File: config.mk
export PLATFORM = sky130hd
export DESIGN_NAME = i2c_slave
export DESIGN_NICKNAME = d
export VERILOG_FILES = /design/src/rtl/i2c_pkg.sv /design/src/rtl/i2c_slave.sv
export SDC_FILE = /design/constraint.sdc
export NUM_CORES = 1
export LEC_CHECK = 0
export ABC_AREA = 1
export CORE_MARGIN = 2
export CORE_UTILIZATION = 40
export CTS_CLUSTER_SIZE = 10
export DETAILED_ROUTE_END_ITERATION = 10
export DONT_BUFFER_PORTS = 1
export PLACE_DENSITY_LB_ADDON = 0.3
export SLEW_MARGIN = 20
export SYNTH_ARGS = -nofsm -noshare
export SYNTH_HDL_FRONTEND = slang
export SYNTH_SLANG_ARGS = --single-unit
File: constraint.sdc
create_clock -name clk -period 1.3 [get_ports clk]
set_input_delay 0.325 -clock clk [delete_from_list [all_inputs] [get_ports clk]]
set_output_delay 0.325 -clock clk [all_outputs]
set_load 0.01 [all_outputs]
File: src/rtl/i2c_pkg.sv
// rtl/i2c_pkg.sv - shared speed encodings, rate constants, divider helper and FSM state types
package i2c_pkg;

   typedef enum logic [1:0] {
      SPD_STD       = 2'b00,
      SPD_FAST      = 2'b01,
      SPD_FAST_PLUS = 2'b10,
      SPD_HIGH      = 2'b11
   } speed_t;

   localparam int unsigned SYS_CLK_HZ = 100_000_000;
   localparam int unsigned RATE_STD   = 100_000;
   localparam int unsigned RATE_FAST  = 400_000;
   localparam int unsigned RATE_FASTP = 1_000_000;
   localparam int unsigned RATE_HIGH  = 3_400_000;

   // One SCL period is four quarters; the count truncates toward zero.
   function automatic logic [15:0] quarter_count(input int unsigned sys_clk, input int unsigned rate);
      return 16'(sys_clk / (4 * rate));
   endfunction

   typedef enum logic [3:0] {
      M_IDLE, M_START, M_ADDR, M_ADDR_ACK, M_WDATA, M_WACK, M_RDATA, M_MNACK, M_STOP
   } m_state_t;

   typedef enum logic [2:0] {
      SL_IDLE, SL_ADDR, SL_ADDR_ACK, SL_WDATA, SL_WDATA_ACK, SL_RDATA, SL_RDATA_ACK, SL_IGNORE
   } slv_state_t;

endpackage

File: src/rtl/i2c_slave.sv
// rtl/i2c_slave.sv - address-programmable single-byte I2C slave sampling the shared bus
module i2c_slave
   import i2c_pkg::*;
(
   input  logic       clk,
   input  logic       rst,
   input  logic       scl,
   input  logic       sda,
   input  logic [6:0] addr_slv,
   input  logic [7:0] data_rd_slv,
   output logic [7:0] data_wr_slv,
   output logic       done_slv,
   output logic       sda_drv
);

   slv_state_t state;
   logic       scl_q;
   logic       sda_q;
   logic [6:0] shreg;
   logic [3:0] bit_cnt;
   logic       rw;
   logic       ack_on;

   logic scl_rise;
   logic scl_fall;
   logic start_det;
   logic stop_det;

   assign scl_rise  = scl & ~scl_q;
   assign scl_fall  = ~scl & scl_q;
   assign start_det = scl & scl_q & sda_q & ~sda;
   assign stop_det  = scl & scl_q & ~sda_q & sda;

   always_ff @(posedge clk or negedge rst) begin
      if (!rst) begin
         state       <= SL_IDLE;
         scl_q       <= 1'b1;
         sda_q       <= 1'b1;
         shreg       <= '0;
         bit_cnt     <= '0;
         rw          <= 1'b0;
         ack_on      <= 1'b0;
         data_wr_slv <= '0;
         done_slv    <= 1'b0;
         sda_drv     <= 1'b1;
      end else begin
         scl_q    <= scl;
         sda_q    <= sda;
         done_slv <= 1'b0;
         if (start_det) begin
            state   <= SL_ADDR;
            bit_cnt <= '0;
            ack_on  <= 1'b0;
            sda_drv <= 1'b1;
         end else if (stop_det) begin
            state   <= SL_IDLE;
            sda_drv <= 1'b1;
         end else begin
            case (state)
               SL_ADDR: if (scl_rise) begin
                  shreg   <= {shreg[5:0], sda};
                  bit_cnt <= bit_cnt + 4'd1;
                  if (bit_cnt == 4'd7) begin
                     rw    <= sda;
                     state <= (shreg == addr_slv) ? SL_ADDR_ACK : SL_IGNORE;
                  end
               end
               // First fall opens the ACK bit, second fall closes it.
               SL_ADDR_ACK: if (scl_fall) begin
                  if (!ack_on) begin
                     sda_drv <= 1'b0;
                     ack_on  <= 1'b1;
                  end else begin
                     ack_on  <= 1'b0;
                     bit_cnt <= '0;
                     if (rw) begin
                        shreg   <= data_rd_slv[6:0];
                        sda_drv <= data_rd_slv[7];
                        state   <= SL_RDATA;
                     end else begin
                        sda_drv <= 1'b1;
                        state   <= SL_WDATA;
                     end
                  end
               end
               SL_WDATA: if (scl_rise) begin
                  shreg   <= {shreg[5:0], sda};
                  bit_cnt <= bit_cnt + 4'd1;
                  if (bit_cnt == 4'd7) begin
                     data_wr_slv <= {shreg, sda};
                     done_slv    <= 1'b1;
                     state       <= SL_WDATA_ACK;
                  end
               end
               SL_WDATA_ACK: if (scl_fall) begin
                  if (!ack_on) begin
                     sda_drv <= 1'b0;
                     ack_on  <= 1'b1;
                  end else begin
                     ack_on  <= 1'b0;
                     sda_drv <= 1'b1;
                     bit_cnt <= '0;
                     state   <= SL_WDATA;
                  end
               end
               SL_RDATA: begin
                  if (scl_rise) begin
                     bit_cnt <= bit_cnt + 4'd1;
                  end else if (scl_fall) begin
                     if (bit_cnt == 4'd8) begin
                        sda_drv <= 1'b1;
                        state   <= SL_RDATA_ACK;
                     end else begin
                        sda_drv <= shreg[6];
                        shreg   <= {shreg[5:0], 1'b0};
                     end
                  end
               end
               // A master ACK re-enters the closing half of the ACK bit to reload the next byte.
               SL_RDATA_ACK: if (scl_rise) begin
                  done_slv <= 1'b1;
                  if (sda) begin
                     state <= SL_IGNORE;
                  end else begin
                     ack_on <= 1'b1;
                     state  <= SL_ADDR_ACK;
                  end
               end
               default: ;
            endcase
         end
      end
   end

endmodule

* Yosys cells after proc, flatten, opt, wreduce, memory -nomap -nowiden
Index checks and enable logic that the tools add are counted.
** Storage, ports and cells
- Register bits :: 28
- Latch bits :: 0
- Memory bits (writable) :: 0
- Memory bits (read-only) :: 0
- Input bits :: 19
- Output and inout bits :: 10
- Logic and storage cells :: 129
- Memories :: 0
** Operators by class
- Add/subtract/negate cells :: 1
- Multiply operators :: 0
- Div/mod/pow operators :: 0
- Magnitude comparators :: 0
- Equality and inequality tests :: 34
- Shift-type cells :: 0
- Muxes and demuxes :: 56
- Bitwise operators :: 13
- Reductions and logical operators :: 15
** Operators with widths (number)
- 2-to-1 mux 3 bit :: 17
- 2-to-1 mux 7 bit :: 7
- inequality test 4 bit (second input constant) :: 12
- AND reduction 5 bit :: 5
- 2-to-1 mux 1 bit :: 21
- one-hot mux 7 bit (3 select lines) :: 1
- 2-to-1 mux 4 bit :: 5
- one-hot mux 3 bit (6 select lines) :: 1
- inequality test 2 bit (second input constant) :: 7
- AND reduction 13 bit :: 1
- AND reduction 10 bit :: 1
- equality test 3 bit (second input constant) :: 3
- inequality test 3 x 1 -> 1 bit (second input constant) :: 3
- nonzero test 3 bit :: 3
- one-hot mux 4 bit (2 select lines) :: 1
- nonzero test 8 bit :: 1
- bitwise AND 1 bit :: 7
- equality test 7 bit :: 1
- equality test 3 x 2 -> 1 bit (second input constant) :: 2
- inequality test 3 bit (second input constant) :: 2
- inverter 1 bit :: 6
- nonzero test 5 bit :: 1
- adder 4 x 1 -> 4 bit (second input constant) :: 1
- equality test 4 x 3 -> 1 bit (second input constant) :: 1
- 7 further kinds :: 9

* Depth between registers and ports, before layout
- Depth in word-level cells :: 7
- Gate-level depth with buffers :: 11
- Mapped depth without buffers :: 10

* Least setup slack after synthesis
Ideal clock, no wire load.
- Path kind :: reg2reg
- Start :: reg scl_q
- End :: reg ack_on
- Library setup time :: 0.117 ns
- Data arrival time :: 1.248 ns
- Data required time :: 1.183 ns
- Slack :: -0.065 ns
- Cell stages (with the launch flop) :: 8
- Path buffers :: 0
- Clock period less this slack :: 1.365 ns
- Path through :: dfstp_2 > nand2_2 > nor3_4 > nor2_2 > a21oi_2 > nand3_1 > nand2_1 > nand2_1
** Between the ends
- Cells in the longest elaborated chain, start to end :: 5
- Elaborated cells between the ends (all ways) :: 15
- Classes of those cells :: eq/ne (4); mux (1); bitwise (8); reduce/logical (2)
** Ends and longest elaborated chain
- start: declaration :: line i2c_slave.sv:17 : logic scl_q;
- start signal: assignment :: line i2c_slave.sv:47 : scl_q <= scl;
- bitwise AND 1 bit :: line i2c_slave.sv:31, i2c_slave.sv:32
- bitwise AND 1 bit, on equally long branches (2 in series) :: line i2c_slave.sv:31, i2c_slave.sv:32
- inequality test 3 bit (no source line), or another cell as far along
- AND reduction 5 bit (no source line)
- end signal: assignment :: line i2c_slave.sv:42 : ack_on <= 1'b0;
- end signal: assignment :: line i2c_slave.sv:53 : ack_on <= 1'b0;
- end signal: assignment :: line i2c_slave.sv:72 : ack_on <= 1'b1;
- end: declaration :: line i2c_slave.sv:22 : logic ack_on;
Parallel ways exist; a longest one is shown, timed or not.
A chain may end at the register's enable or synchronous reset.

* Final worst setup path
- Start :: reg scl_q
- End :: reg bit_cnt[0]
** Between the ends
- Cells in the longest elaborated chain, start to end :: 5
- Elaborated cells between the ends (all ways) :: 15
- Classes of those cells :: eq/ne (4); mux (1); bitwise (8); reduce/logical (2)
** Ends and longest elaborated chain
- bitwise AND 1 bit :: line i2c_slave.sv:31, i2c_slave.sv:32
- bitwise AND 1 bit, on equally long branches (2 in series) :: line i2c_slave.sv:31, i2c_slave.sv:32
- inequality test 3 x 1 -> 1 bit (no source line), or another cell as far along
- AND reduction 5 bit (no source line)
- end signal: assignment :: line i2c_slave.sv:62 : bit_cnt <= bit_cnt + 4'd1;
- end signal: assignment :: line i2c_slave.sv:88 : bit_cnt <= bit_cnt + 4'd1;
- end signal: assignment :: line i2c_slave.sv:108 : bit_cnt <= bit_cnt + 4'd1;
- end: declaration :: line i2c_slave.sv:20 : logic [3:0] bit_cnt;
Parallel ways exist; a longest one is shown, timed or not.

==> results by group <==
Power
  • Sw Pwr: 2670 uW
  • Sequential fraction of design power: 0.243
  • Clock share of power: 0.122
  • Comb power frac: 0.635
  • Max VDD drop: 781 uV
  • Tot Pwr: 5820 uW
  • P per Cell Area: 2170 nW/um2
  • Lkg Pwr: 0.00133 uW
  • Sw Ratio: 0.459
  • Cell-internal power: 3150 uW

Floorplanning
  • Starting density of the core: 0.420
  • Die X: 74.9 um
  • Area of the die: 5610 um2
  • Num rows: 25
  • I/O pin count: 29
  • Core Area: 4790 um2
  • Overall die height: 74.9 um

Logic synthesis
  • Synth async-reset ratio: 1.00
  • Post-synthesis sequential area ratio: 0.350
  • Top-count cell post-synth: nand2_1
  • Syn_area_per_cell: 7.37 um2
  • EDFF count, synth: 0
  • Synth top area share: 0.311
  • Top cells by instance count after synthesis: nand2_1, inv_1, nand3_1
  • Mapped Area: 2010 um2
  • Cell count after synthesis: 273
  • Post-synthesis register bit count: 28
  • Synth top area cells: dfrtp_1, nand2_1, nand3_1
  • Post-Syn Nets: 294
  • Area leader, netlist: dfrtp_1
  • YS warnings: 0
  • Top FF cell, synth: dfrtp_1
  • Netlist cell types: 34

Worst setup path
  • Crit path kind: reg -> reg
  • Worst EP required: 1.48 ns
  • CP Cell Sequence: nor2_2, inv_2, buf_4, a31oi_4, buf_4, nand4_1, nand2_1
  • Startpoint types: flop
  • Most frequent CP cell: buf_4
  • Crit path capture type: flop
  • Critical path buffer and inverter count: 3
  • CP top delay family: flip-flops
  • Slowest CP cell: dfstp_2
  • CP peak stage delay: 0.65 ns
  • CP max FO: 5
  • Arrival time worst endpoint: 1.69 ns

Route
  • DRT iter0 DRCs: 95
  • DRT antenna net count: 0
  • Post-detailed-route wirelength per cell: 13.1 um
  • Final wirelength: 5.09 mm
  • Vias per cell: 5.06
  • # DRC: 0
  • Detailed-route via count: 1967
  • Drt pass-1 iters: 4

STA
  • Final hold viol count: 0
  • Crit path time final: 1.51 ns
  • Min setup slack post-route: -0.206 ns
  • Pins Over Slew Limit: 0
  • Final period utilization: 1.16
  • RSZ-0062 raised after global routing: yes
  • Worst Skew: 0.00761 ns
  • Setup TNS: -3.71 ns
  • Worst-margin pin slew: 0.365 ns
  • Max frequency: 0.664 GHz
  • Relative slew slack: 0.756
  • Setup Viol. Count Final: 26

Outcome
  • Failing checks: setup timing
  • Status: finished with violations

Finish
  • Layout cell share with drive strength beyond 1: 0.360
  • Finished Layout Cells: 389
  • Antenna Cells: 0
  • P&R area growth vs syn: 33.3%
  • Final #Nets: 344

Placed design
  • Port Buf Inserts: 0
  • Routability congestion estimate: 0.933
  • DP HPWL: 3.67 mm
  • Post-Place Cells: 367

Worst hold path
  • Hold Crit Class: in -> reg

Global routing
  • Largest net degree at the start of global routing: 29
  • Vias in the first global route: 1940
  • Initial antenna violation count: 0
  • Overflow after GRT: 0
  • Global-route wire length before repair: 8.80 mm
  • Gr usage total: 0.202

Clock network
  • Max H-tree Level: 1
  • Root buf cell: clkbuf_8
  • Worst-path clk slew: 0.11 ns
  • Clock latency on the worst-skew pair: 0.28 ns
  • Max clock buf depth: 2
  • CTS tree: done
  • CTS Buf Count: 3
  • Clk sinks: 28

Run
  • Max_cap viols: 0
[cell usage in the layout, fill, tap and decap left out, types with 8 or more instances in the layout]
master and n:
nand3_1 23, inv_1 29, buf_4 36, nand3_2 8, dfrtp_1 22, a21oi_1 9, nand4_1 10, o21ai_2 9
nor2_1 18, inv_2 8, nand2_1 79
[sequential cells by signal (all words and copies together), names as in the netlist]
name	flops
ack_on	1
bit_cnt	4
data_wr_slv	8
done_slv	1
rw	1
scl_q	1
sda_drv	1
sda_q	1
shreg	7
state	3
[through the flow]
step | hold WS, ns | utilization | cell area [um2] | setup WS, ns
2_1_floorplan | 0.0294 | - | 2010 | -0.0646
3_3_place_gp | 0.0303 | 0.476 | 2280 | -0.192
3_5_place_dp | 0.0301 | 0.476 | 2280 | -0.224
4_1_cts | 0.0261 | 0.540 | 2580 | -0.174
5_1_grt | 0.0141 | 0.561 | 2680 | -0.281
6_report | 0.0315 | 0.561 | 2680 | -0.206
[repair_timing]
| action | 4_1_cts | 5_1_grt |
|---|---|---|
| endpoints found under the setup margin | 26 | 26 |
| resized for setup | 29 | 7 |
| endpoints found under the hold margin | 28 | 0 |
| hold buffers | 2 | 0 |
| cloned | 2 | 0 |
| pin swaps | 10 | 5 |
| buffers inserted | 8 | 6 |
[power groups by stage]
stage	logic, uW	registers [uW]	clock network, uW
4_1_cts	3400	1450	730
3_3_place_gp	2930	1440	0
5_1_grt	4150	1450	763
6_report	3700	1410	709
2_1_floorplan	2300	1300	0
3_5_place_dp	2960	1450	0
[routing by layer]
metal	global-route usage	part of all wire	wire length [um]	vias to the layer above
met5	0	0	0	-
met1	0.261	0.46	2360	923
met2	0.349	0.49	2470	46
met4	0.0556	0.013	65	0
met3	0.0335	0.039	199	7
li1	-	-	-	991
[kinds of logic after synthesis]
group,count (synthesis),synth area share
compound gates,35,0.132
xor+xnor,2,0.00871
fa+ha+maj,2,0.0124
buf+inv,44,0.104
flops,28,0.350
simple gates,162,0.392
[final timing paths]
check	startpoint	end	slack, ns	depth (start not counted)
setup reg to reg	scl_q	bit_cnt[0]	-0.21	7
max in group asynchronous	rst	sda_drv	0.60	2
hold / removal	sda	sda_q	0.03	0
min in group asynchronous	rst	bit_cnt[0]	0.46	2
setup / recovery	scl_q	bit_cnt[0]	-0.21	7
hold reg to reg	shreg[5]	shreg[5]	0.51	2
[layout make-up]
| cell class | instances | area (um2) |
|---|---|---|
| flip-flops and latches | 28 | 708 |
| clock inverters | 1 | 30.0 |
| repair buffers | 48 | 442 |
| multi-input cells | 203 | 1220 |
| well taps | 67 | 83.8 |
| clock buffers | 3 | 41.3 |
| fillers | 457 | 2100 |
| inverters | 39 | 154 |
(Power assumes the default switching activity.)
